$ cat config.mk
export PLATFORM = sky130hd
export DESIGN_NAME = imem_loader
export DESIGN_NICKNAME = d
export VERILOG_FILES = /design/src/rtl/imem_loader.sv
export SDC_FILE = /design/constraint.sdc
export NUM_CORES = 1
export LEC_CHECK = 0
export CORE_MARGIN = 1.5
export CORE_UTILIZATION = 50
export CTS_CLUSTER_SIZE = 10
export DETAILED_ROUTE_END_ITERATION = 8
export PLACE_DENSITY_LB_ADDON = 0.05
export SLEW_MARGIN = 20
export SYNTH_ARGS = -nofsm -noshare
export SYNTH_HDL_FRONTEND = slang
export SYNTH_SLANG_ARGS = --single-unit
export TNS_END_PERCENT = 1
$ cat constraint.sdc
create_clock -name clk -period 5.4 [get_ports clk]
set_input_delay 1.08 -clock clk [delete_from_list [all_inputs] [get_ports clk]]
set_output_delay 1.08 -clock clk [all_outputs]
set_load 0.005 [all_outputs]
$ cat src/rtl/imem_loader.sv
// Byte-stream instruction memory loader: a length byte, then big-endian words
// written to consecutive word addresses from 0, with the CPU held meanwhile.
module imem_loader #(
    parameter int unsigned DEPTH = 64,
    parameter int unsigned AW    = 6
) (
    input  logic          clk,
    input  logic          reset,
    input  logic          start,
    input  logic          in_valid,
    input  logic [7:0]    in_data,
    output logic          in_ready,
    output logic          mem_we,
    output logic [AW-1:0] mem_addr,
    output logic [31:0]   mem_wd,
    output logic          cpu_hold,
    output logic          busy,
    output logic          done,
    output logic          err
);

    localparam int unsigned CW = AW + 1;

    typedef enum logic [1:0] {
        IDLE,
        LEN,
        DATA,
        DONE
    } state_t;

    state_t        state;
    state_t        state_next;
    logic [1:0]    byte_cnt;
    logic [CW-1:0] word_cnt;
    logic [CW-1:0] n_last;
    logic [23:0]   shift_bytes;
    logic          accept;
    logic          len_zero;
    logic          len_bad;
    logic          word_end;
    logic          mem_we_next;
    logic          err_next;

    // in_ready is registered but always mirrors the current state (LEN/DATA)
    assign accept   = in_valid & in_ready;
    assign len_zero = (in_data == 8'd0);
    assign len_bad  = (32'(in_data) > DEPTH);
    assign word_end = accept && (byte_cnt == 2'd3);

    always_ff @(posedge clk or posedge reset) begin
        if (reset) begin
            state <= IDLE;
        end else begin
            state <= state_next;
        end
    end

    always_comb begin
        state_next  = state;
        mem_we_next = 1'b0;
        err_next    = 1'b0;
        case (state)
            IDLE: begin
                if (start) begin
                    state_next = LEN;
                end
            end
            LEN: begin
                if (accept) begin
                    if (len_zero) begin
                        state_next = DONE;
                    end else if (len_bad) begin
                        err_next   = 1'b1;
                        state_next = IDLE;
                    end else begin
                        state_next = DATA;
                    end
                end
            end
            DATA: begin
                if (word_end) begin
                    mem_we_next = 1'b1;
                    if (word_cnt == n_last) begin
                        state_next = DONE;
                    end
                end
            end
            DONE: begin
                state_next = IDLE;
            end
            default: begin
                state_next = IDLE;
            end
        endcase
    end

    // Word assembly and counters; reset discards any partial word
    always_ff @(posedge clk or posedge reset) begin
        if (reset) begin
            byte_cnt    <= 2'd0;
            word_cnt    <= '0;
            n_last      <= '0;
            shift_bytes <= 24'd0;
        end else begin
            if (state == LEN && accept && !len_zero && !len_bad) begin
                n_last   <= CW'(in_data - 8'd1);
                byte_cnt <= 2'd0;
                word_cnt <= '0;
            end
            if (state == DATA && accept) begin
                shift_bytes <= {shift_bytes[15:0], in_data};
                byte_cnt    <= byte_cnt + 2'd1;
                if (byte_cnt == 2'd3) begin
                    word_cnt <= word_cnt + CW'(1);
                end
            end
        end
    end

    // Registered outputs, derived from the state being entered
    always_ff @(posedge clk or posedge reset) begin
        if (reset) begin
            in_ready <= 1'b0;
            mem_we   <= 1'b0;
            mem_addr <= '0;
            mem_wd   <= 32'd0;
            cpu_hold <= 1'b0;
            busy     <= 1'b0;
            done     <= 1'b0;
            err      <= 1'b0;
        end else begin
            in_ready <= (state_next == LEN) || (state_next == DATA);
            busy     <= (state_next != IDLE);
            cpu_hold <= (state_next != IDLE);
            done     <= (state_next == DONE);
            err      <= err_next;
            mem_we   <= mem_we_next;
            if (mem_we_next) begin
                mem_addr <= word_cnt[AW-1:0];
                mem_wd   <= {shift_bytes, in_data};
            end
        end
    end

endmodule
==> results of run 1 <==
[stage by stage]
step	worst slack, ns	util, %	power [W]
after CTS	2.22	63.9	0.00144
after global routing	2.10	63.9	0.00151
after floorplan	2.13	-	0.000942
after detailed placement	1.83	61.3	0.00103
final	2.26	63.9	0.00143
after global placement	1.88	61.3	0.00102
[where the power goes]
part	switching, W	internal, W
Combinational	0.0000938	0.000124
Sequential	0.0000666	0.000726
Clock	0.000243	0.000174
Total	0.000403	0.00102
[synth_stat cells]
cell / instances / area [µm²]
nand2_1: 125 / 469
dfrtp_1: 85 / 2130
mux2_2: 26 / 293
nor2_1: 11 / 41.3
xor2_1: 9 / 78.8
buf_2: 8 / 40.0
inv_1: 7 / 26.3
o21ai_0: 7 / 35.0
ha_1: 6 / 75.1
nand3_1: 6 / 30.0
nor3_1: 5 / 25.0
and3_1: 3 / 18.8
clkbuf_1: 3 / 11.3
o211ai_1: 3 / 22.5
or2_2: 3 / 18.8
xnor2_1: 3 / 26.3
a21oi_1: 2 / 10.0
a311o_1: 2 / 20.0
buf_1: 2 / 7.51
mux2_4: 2 / 30.0
nand3b_1: 2 / 15.0
nand4b_1: 2 / 17.5
or3_1: 2 / 12.5
a21o_1: 1 / 7.51
a21oi_2: 1 / 8.76
a31oi_1: 1 / 6.26
a41o_1: 1 / 10.0
a41oi_1: 1 / 8.76
buf_4: 1 / 7.51
buf_6: 1 / 11.3
inv_2: 1 / 3.75
mux2i_1: 1 / 10.0
nor2b_1: 1 / 6.26
nor4_1: 1 / 6.26
nor4_4: 1 / 21.3
o21a_4: 1 / 15.0
o21bai_1: 1 / 7.51
o22ai_1: 1 / 6.26
or2_1: 1 / 6.26
[layout by cell type (no fill, tap or decap), types with 2 or more instances in the layout]
cell / n
nand2_1: 125
dfrtp_1: 85
clkdlybuf4s50_1: 55
mux2_2: 26
nor2_1: 11
xor2_1: 9
clkbuf_8: 9
o21ai_0: 7
inv_1: 6
nand3_1: 6
ha_1: 6
nor3_1: 5
or2_2: 4
inv_6: 4
and3_1: 3
xnor2_1: 3
o211ai_1: 3
buf_4: 3
nand4b_1: 2
mux2_4: 2
a21oi_1: 2
or3_1: 2
a311o_1: 2
nand3b_1: 2
[worst max-delay path, delay by kind of cell]
| family | cells | cell delay (ns) |
|---|---|---|
| adders and majority gates | 1 | 0.34 |
| and+or+nand+nor | 2 | 0.44 |
| AOI/OAI and AO/OA | 1 | 0.22 |
| buffers and inverters | 3 | 1.31 |
[area by class of cell]
cell class,count,area [µm²]
Fill cell,598,2480
Inverter,8,32.5
Multi-Input combinational cell,232,1360
Tap cell,96,120
Clock buffer,9,124
Sequential cell,85,2130
Timing Repair Buffer,58,573
Clock inverter,7,56.3
[final timing paths]
| kind | endpoint | cells after the start | slack (ns) |
|---|---|---|---|
| max | in_ready | 7 | 2.26 |
| min | mem_wd[24] | 2 | 0.48 |
| max reg2reg | in_ready | 6 | 2.95 |
| min reg2reg | mem_wd[24] | 2 | 0.48 |
| max in group asynchronous | shift_bytes[18] | 3 | 3.37 |
| min in group asynchronous | mem_wd[29] | 2 | 1.23 |
[logic make-up (layout without fill, tap and decap cells)]
kind of cell             Yosys count  count (layout)  share of synthesized area, %
adder cells (fa/ha/maj)            6               6                          2.09
flip-flops                        85              85                          59.2
AND/OR/NAND/NOR                  163             163                          19.2
buffers and inverters             23              82                          2.99
multiplexers                      29              29                          9.26
XOR/XNOR                          12              12                          2.93
AO/OA/AOI/OAI                     22              22                          4.39
[layer usage]
metal	wire [µm]	GRT usage [%]	vias up	part of all wire, %
met2	3190	31.2	49	48
met1	3150	26.2	1203	47
met4	88	8.23	0	1.3
met5	0	0	-	0
li1	-	-	1222	-
met3	206	3.39	9	3.1
[flip-flops by register name, summed over array words and instances (netlist names)]
signal,count
busy,1
byte_cnt,2
done,1
err,1
in_ready,1
mem_addr,6
mem_wd,32
mem_we,1
n_last,7
shift_bytes,24
state,2
word_cnt,7
==> reports/qor.csv, run 1 <==
metric,value,unit
status,"finished, final reports clean",
setup_tns,0,ns
"Reg clk slew, reported paths",0.09,ns
critical path type,input port to flip-flop,
clock period minus worst slack,3.14,ns
Critical-path top delay cell,inv_2,
global-route wire length before repair,11.5,mm
initial antenna violation count,0,
Final Skew,0.00692,ns
HPWL after DPL,4.45,mm
fin cells,495,
Placement Rows,30,
Vias,2483,
static leakage,2.20,nW
Worst Path Required,5.64,ns
ANT cells,0,
WHS,0.476,ns
Max Buffers Root-to-Sink,2,
design area,0.00439,mm²
layout cells sized above 1,14.0,%
Worst Min Path Start,shift_bytes[16],
CTS-repair resized insts,0,
Critical Path Source,in_valid,
Hold Buf Count CTS,0,
area delta synth->final,22.2,%
crit-path max FO,46,
Slew headroom,50.5,%
Iteration-0 DRC Markers,131,
largest net degree at the start of global routing,63,
Worst setup EP type,flip-flop,
DRC,0,
Cells after DPL,479,
fmax,0.318,GHz
max cap viols,0,
Die Ht,87.8,µm
port bufs,55,
DR WL/cell,13.4,µm
Yosys cell types,39,
element type at the critical path start,input port,
Worst R2R Start,state[0],
Nets,412,
initial core utilization,52.3,%
crit path cell chain,clkdlybuf4s50_1 > nand4b_1 > buf_4 > or2_2 > inv_2 > a41oi_1 > ha_1,
syn nets,358,
endpoints failing setup,0,
TritonRoute pass-1 iters,4,
Post-CTS Setup Inserts,0,
synth warn,0,
crit path DAT,3.39,ns
power density over cell area,325,mW/mm²
final count of pins violating max slew,0,
placed cell area,0.00421,mm²
Cells after Synth,340,
hold crit path type,flip-flop to flip-flop,
VDD IR-drop max,0.170,mV
synthesized flop and latch total,85,
Floorplan Core Area,0.00687,mm²
vias in the first global route,2477,
cell area after synthesis,0.00359,mm²
"Hold Violations, Final",0,
Critical Path Max Stage Delay,0.55,ns
H-tree depth,3,
WL final,6.63,mm
"Seq/Total Area, Yosys",59.2,%
clk_lat worst skew,0.35,ns
vias per cell,5.02,
I/O pins,56,
TritonCTS clock tree,yes,
Sink Count,85,
GP Congestion,0.800,
Tightest Pin Transition,0.743,ns
grt total ovfl,0,
fin crit share,58.2,%
die area,0.00770,mm²
Synth Area per Inst,10.6,µm²
GR Util All Layers,19.4,%
RSZ-0062 raised after global routing,false,
Clock Tree Root,clkbuf_8,
CTS buffer count,9,
post-route ant nets,0,
Die W,87.8,µm
Power figures use the tool's default switching activity.
==> run 2, diff against run 1 <==
==> constraint.sdc (replaced) <==
create_clock -name clk -period 2.95 [get_ports clk]
set_input_delay 0.59 -clock clk [delete_from_list [all_inputs] [get_ports clk]]
set_output_delay 0.59 -clock clk [all_outputs]
set_load 0.005 [all_outputs]
==> run 2 against run 1 <==
- cell count rose by 0.40%
- sequential share of layout area fell by 0.41 points
- setup slack got worse by 1.5 ns
- global-route usage rose by 0.31 points
- worst hold slack got worse by 0.010 ns
- non-clock buffer count rose by 2
==> reports/qor.csv, run 2 (synthesis results as in run 1) <==
metric,value,unit
die area,0.00770,mm²
"most common cell after layout, fill and taps aside",nand2_1,
TritonRoute pass-1 iters,4,
Worst setup EP type,flip-flop,
"Hold Violations, Final",0,
vias per cell,5.04,
hold crit path type,flip-flop to flip-flop,
vias in the first global route,2348,
Final Skew,0.00925,ns
port bufs,55,
Worst R2R Start,state[0],
TritonCTS clock tree,yes,
initial antenna violation count,0,
Floorplan Core Area,0.00687,mm²
Sink Count,85,
Max Buffers Root-to-Sink,2,
pre-CTS WS,0.411,ns
CTS buffer count,9,
element type at the critical path start,input port,
DRC,0,
Slew headroom,64.1,%
Clock Tree Root,clkbuf_8,
max FFs per register,32,
area delta synth->final,23.3,%
GP Congestion,0.778,
endpoints failing setup,0,
GR Util All Layers,19.7,%
Critical Path Max Stage Delay,0.54,ns
global-route wire length before repair,11.4,mm
clock period minus worst slack,2.17,ns
ANT cells,0,
H-tree depth,3,
fmax,0.461,GHz
crit path DAT,2.41,ns
fin crit share,73.5,%
RSZ-0062 raised after global routing,false,
Critical-path top delay cell,clkdlybuf4s50_1,
clk_lat worst skew,0.36,ns
"commonest non-fill, non-tap cells in the layout","nand2_1 (125), dfrtp_1 (85), clkdlybuf4s50_1 (55), mux2_2 (26), nor2_1 (11)",
static leakage,2.21,nW
status,"finished, final reports clean",
"Reg clk slew, reported paths",0.08,ns
biggest regs,"mem_wd: 32 flops, shift_bytes: 24 flops",
Post-CTS Setup Inserts,0,
max cap viols,0,
Die Ht,87.8,µm
crit-path max FO,6,
Critical Path Source,in_data[2],
I/O pins,56,
largest net degree at the start of global routing,86,
post-route ant nets,0,
layout cells sized above 1,14.0,%
Nets,414,
Hold Buf Count CTS,0,
DR WL/cell,13.7,µm
final count of pins violating max slew,0,
CTS-repair resized insts,0,
initial core utilization,52.3,%
Iteration-0 DRC Markers,122,
Die W,87.8,µm
setup_tns,0,ns
setup slack after layout,0.781,ns
Worst Min Path Start,shift_bytes[23],
crit path cell chain,clkdlybuf4s50_1 > nor4_4 > a21oi_2 > o21ai_0 > mux2_2,
critical path type,input port to flip-flop,
Vias,2503,
Tightest Pin Transition,0.538,ns
Placement Rows,30,
Worst Path Required,3.19,ns
grt total ovfl,0,
VDD IR-drop max,0.307,mV
WL final,6.79,mm
power density over cell area,602,mW/mm²
HPWL after DPL,4.50,mm
largest register by flop count,mem_wd,
==> run 2: changes by cell type in the layout (fill, tap and decap cells not counted) <==
cell and change:
clkinv_2 +1, inv_6 -3, clkbuf_1 +2, buf_12 +1
buf_4 +1, bufinv_16 +1, inv_4 -1
==> run 2: worst max-delay path, delay by kind of cell <==
family / cells / cell delay, ns
mux: 1 / 0.38
buf+inv: 1 / 0.54
simple gates: 1 / 0.42
compound gates: 2 / 0.48
==> run 2: routing by layer <==
| layer | global-route usage, % | share of wire [%] |
|---|---|---|
| met5 | 0 | 0 |
| met4 | 7.50 | 1.6 |
| met3 | 4.90 | 3.4 |
| met2 | 29.8 | 46 |
| met1 | 27.7 | 49 |
==> run 2: worst paths after layout <==
| path | slack, ns | end | cells after the start |
|---|---|---|---|
| worst max-delay path | 0.78 | n_last[0] | 5 |
| worst min-delay path | 0.47 | mem_wd[31] | 2 |
| worst max register to register | 1.11 | word_cnt[5] | 5 |
| worst min register to register | 0.47 | mem_wd[31] | 2 |
| max in group asynchronous | 1.97 | word_cnt[0] | 3 |
| min in group asynchronous | 0.63 | mem_wd[29] | 3 |
==> run 2: per-stage QoR <==
step                instances  total power [W]  hold WS, ns  util (%)  area, µm²
floorplan                 340          0.00172        0.433         -       3590
global placement          481          0.00187        0.449      61.7       4240
detailed placement        481          0.00189        0.449      61.7       4240
CTS                       497          0.00270        0.469      64.5       4430
global route              497          0.00280        0.493      64.5       4430
finish                    497          0.00267        0.465      64.5       4430
==> run 2: cell type report <==
cell class | count | area (µm²)
Timing Repair Buffer | 60 | 601
Inverter | 8 | 31.3
Tap cell | 96 | 120
Clock inverter | 5 | 60.1
Sequential cell | 85 | 2130
Multi-Input combinational cell | 232 | 1360
Clock buffer | 11 | 131
Fill cell | 592 | 2440
==> run 2: power by group <==
part	leakage [nW]	internal [W]	total, W	switching [W]
combinational	0.962	0.000230	0.000401	0.000172
sequential	1.16	0.00133	0.00146	0.000129
clock	0.0939	0.000395	0.000808	0.000412
total	2.21	0.00195	0.00267	0.000713
==> run 3, diff against run 2 <==
--- a/config.mk
+++ b/config.mk
@@ -6,7 +6,7 @@
 export NUM_CORES = 1
 export LEC_CHECK = 0
 export CORE_MARGIN = 1.5
-export CORE_UTILIZATION = 50
+export CORE_UTILIZATION = 48
 export CTS_CLUSTER_SIZE = 10
 export DETAILED_ROUTE_END_ITERATION = 8
 export PLACE_DENSITY_LB_ADDON = 0.05
==> constraint.sdc (replaced) <==
create_clock -name clk -period 1.9 [get_ports clk]
set_input_delay 0.38 -clock clk [delete_from_list [all_inputs] [get_ports clk]]
set_output_delay 0.38 -clock clk [all_outputs]
set_load 0.005 [all_outputs]
==> run 3 against run 2 <==
- worst hold slack better by 0.0013 ns
- clock skew up 0.0042 ns
- sequential power up 54%
- largest cell class unchanged
- setup slack worse by 0.68 ns
- critical path type unchanged
==> reports/qor.csv, run 3 (synthesis results as in run 1) <==
metric,value,unit
status,"finished, final reports clean",
largest register by flop count,mem_wd,
Seq. cell area,0.00213,mm²
endpoints failing setup,0,
I/O pins,56,
area of the multi-input gates,0.00136,mm²
clock period minus worst slack,1.80,ns
max FFs per register,32,
port bufs,55,
crit path cell chain,clkdlybuf4s50_1 > nor4_4 > a31oi_1 > nor3_2 > a41oi_1 > ha_1,
Die W,89.5,µm
Critical Path Source,in_data[5],
"most common cell after layout, fill and taps aside",nand2_1,
RSZ-0062 raised after global routing,false,
Nets,437,
reg-to-reg endpoint,in_ready,
Cells after DPL,507,
Critical Path Max Stage Delay,0.46,ns
Tightest Pin Transition,0.455,ns
Worst Hold Depth,2,
Worst R2R Start,state[0],
TritonRoute pass-1 iters,4,
DRC,0,
biggest regs,"mem_wd: 32 flops, shift_bytes: 24 flops",
"commonest non-fill, non-tap cells in the layout","nand2_1 (125), dfrtp_1 (85), clkdlybuf4s50_1 (55), mux2_2 (26), buf_4 (24)",
HPWL after DPL,4.78,mm
Crit path buffers/inverters,1,
GR Util All Layers,19.7,%
vias per cell,4.91,
Slew headroom,69.7,%
Floorplan Core Area,0.00725,mm²
critical path type,input port to flip-flop,
H-tree depth,3,
post-route ant nets,0,
Worst Min Path Start,shift_bytes[17],
Worst Path Required,2.14,ns
Worst Reg-to-Reg Cells,5,
grt total ovfl,0,
setup slack after layout,0.102,ns
fin cells,523,
power density over cell area,933,mW/mm²
Iteration-0 DRC Markers,143,
fin crit share,94.6,%
global-route wire length before repair,11.8,mm
CTS buffer count,9,
Hold Buf Count CTS,0,
Final Skew,0.0134,ns
layout cells sized above 1,19.3,%
ANT cells,0,
crit path DAT,2.03,ns
DR WL/cell,13.5,µm
initial core utilization,49.5,%
Fillers,613,
R2R setup slack,0.18,ns
"Reg clk slew, reported paths",0.08,ns
final core utilization,64.7,%
GP Congestion,0.836,
Hold Path End,mem_wd[25],
largest net degree at the start of global routing,86,
initial antenna violation count,0,
Vias,2566,
area delta synth->final,30.5,%
Die Ht,89.5,µm
Placement Rows,31,
Post-CTS Setup Inserts,0,
Sink Count,85,
pre-CTS WS,-0.340,ns
clk_lat worst skew,0.35,ns
static leakage,2.35,nW
crit-path max FO,4,
Crit path max-delay family,simple AND/OR/NAND/NOR gates,
TritonCTS clock tree,yes,
WL final,7.04,mm
vias in the first global route,2467,
hold crit path type,flip-flop to flip-flop,
element type at the critical path start,input port,
max cap viols,0,
Worst setup EP type,flip-flop,
Max Buffers Root-to-Sink,2,
Critical-path top delay cell,clkdlybuf4s50_1,
VDD IR-drop max,0.459,mV
final count of pins violating max slew,0,
die area,0.00801,mm²
fmax,0.556,GHz
Clock Tree Root,clkbuf_8,
"Hold Violations, Final",0,
## run 3: cell count changes in the layout (fill, tap and decap cells not counted), moves of 2 or more
cell        previous run  this run
clkinv_2               2         0
clkbuf_1               2         0
buf_12                 1         4
buf_4                  4        24
clkinvlp_4             1         3
## run 3: what timing repair did
item,4_1_cts,5_1_grt
setup endpoints to repair,0,3
gates resized for setup,0,2
endpoints found under the hold margin,0,0
## run 3: area by class of cell
cell class,instances,share of cell area (%)
Clock buffer,10,2.93
Clock inverter,6,1.97
Inverter,8,0.720
Multi-Input combinational cell,232,29.1
Sequential cell,85,45.4
Tap cell,99,2.64
Timing Repair Buffer,83,17.3
## run 3: worst reg2reg max path: stages, from the launching register on
cell and delay [ns]:
dfrtp_1 0.45, nand4b_1 0.22, or2_2 0.35, inv_2 0.12
a41oi_1 0.13, ha_1 0.34
## run 3: power by group
part	switching, W	total [W]	internal (W)
Combinational	0.000284	0.000673	0.000389
Clock	0.000665	0.00145	0.000785
Sequential	0.000188	0.00225	0.00206
Total	0.00114	0.00437	0.00324
## run 3: worst max path at each step
stage                     cells after the start   endpoint
after detailed placement                      6   in_ready
final                                         6   in_ready
after global placement                        5  n_last[0]
after CTS                                     5  n_last[0]
after global routing                          6   in_ready
after floorplan                               7   in_ready
## run 3: per-layer routing
| metal | vias up | part of all wire [%] | global-route usage (%) | wire (µm) |
|---|---|---|---|---|
| met5 | - | 0 | 0 | 0 |
| li1 | 1271 | - | - | - |
| met4 | 0 | 2.3 | 9.37 | 160 |
| met1 | 1222 | 48 | 26.8 | 3370 |
| met2 | 61 | 46 | 30.0 | 3250 |
| met3 | 12 | 3.7 | 4.62 | 258 |
## run 3: per-stage QoR
step                      total power, W  cell area [µm²]  hold WS (ns)  setup TNS [ns]
final                            0.00437             4690         0.467               0
after global routing             0.00462             4690         0.498               0
after CTS                        0.00442             4680         0.470               0
after detailed placement         0.00295             4450         0.451           -5.27
after global placement           0.00292             4450         0.447           -4.22
after floorplan                  0.00268             3600         0.433               0
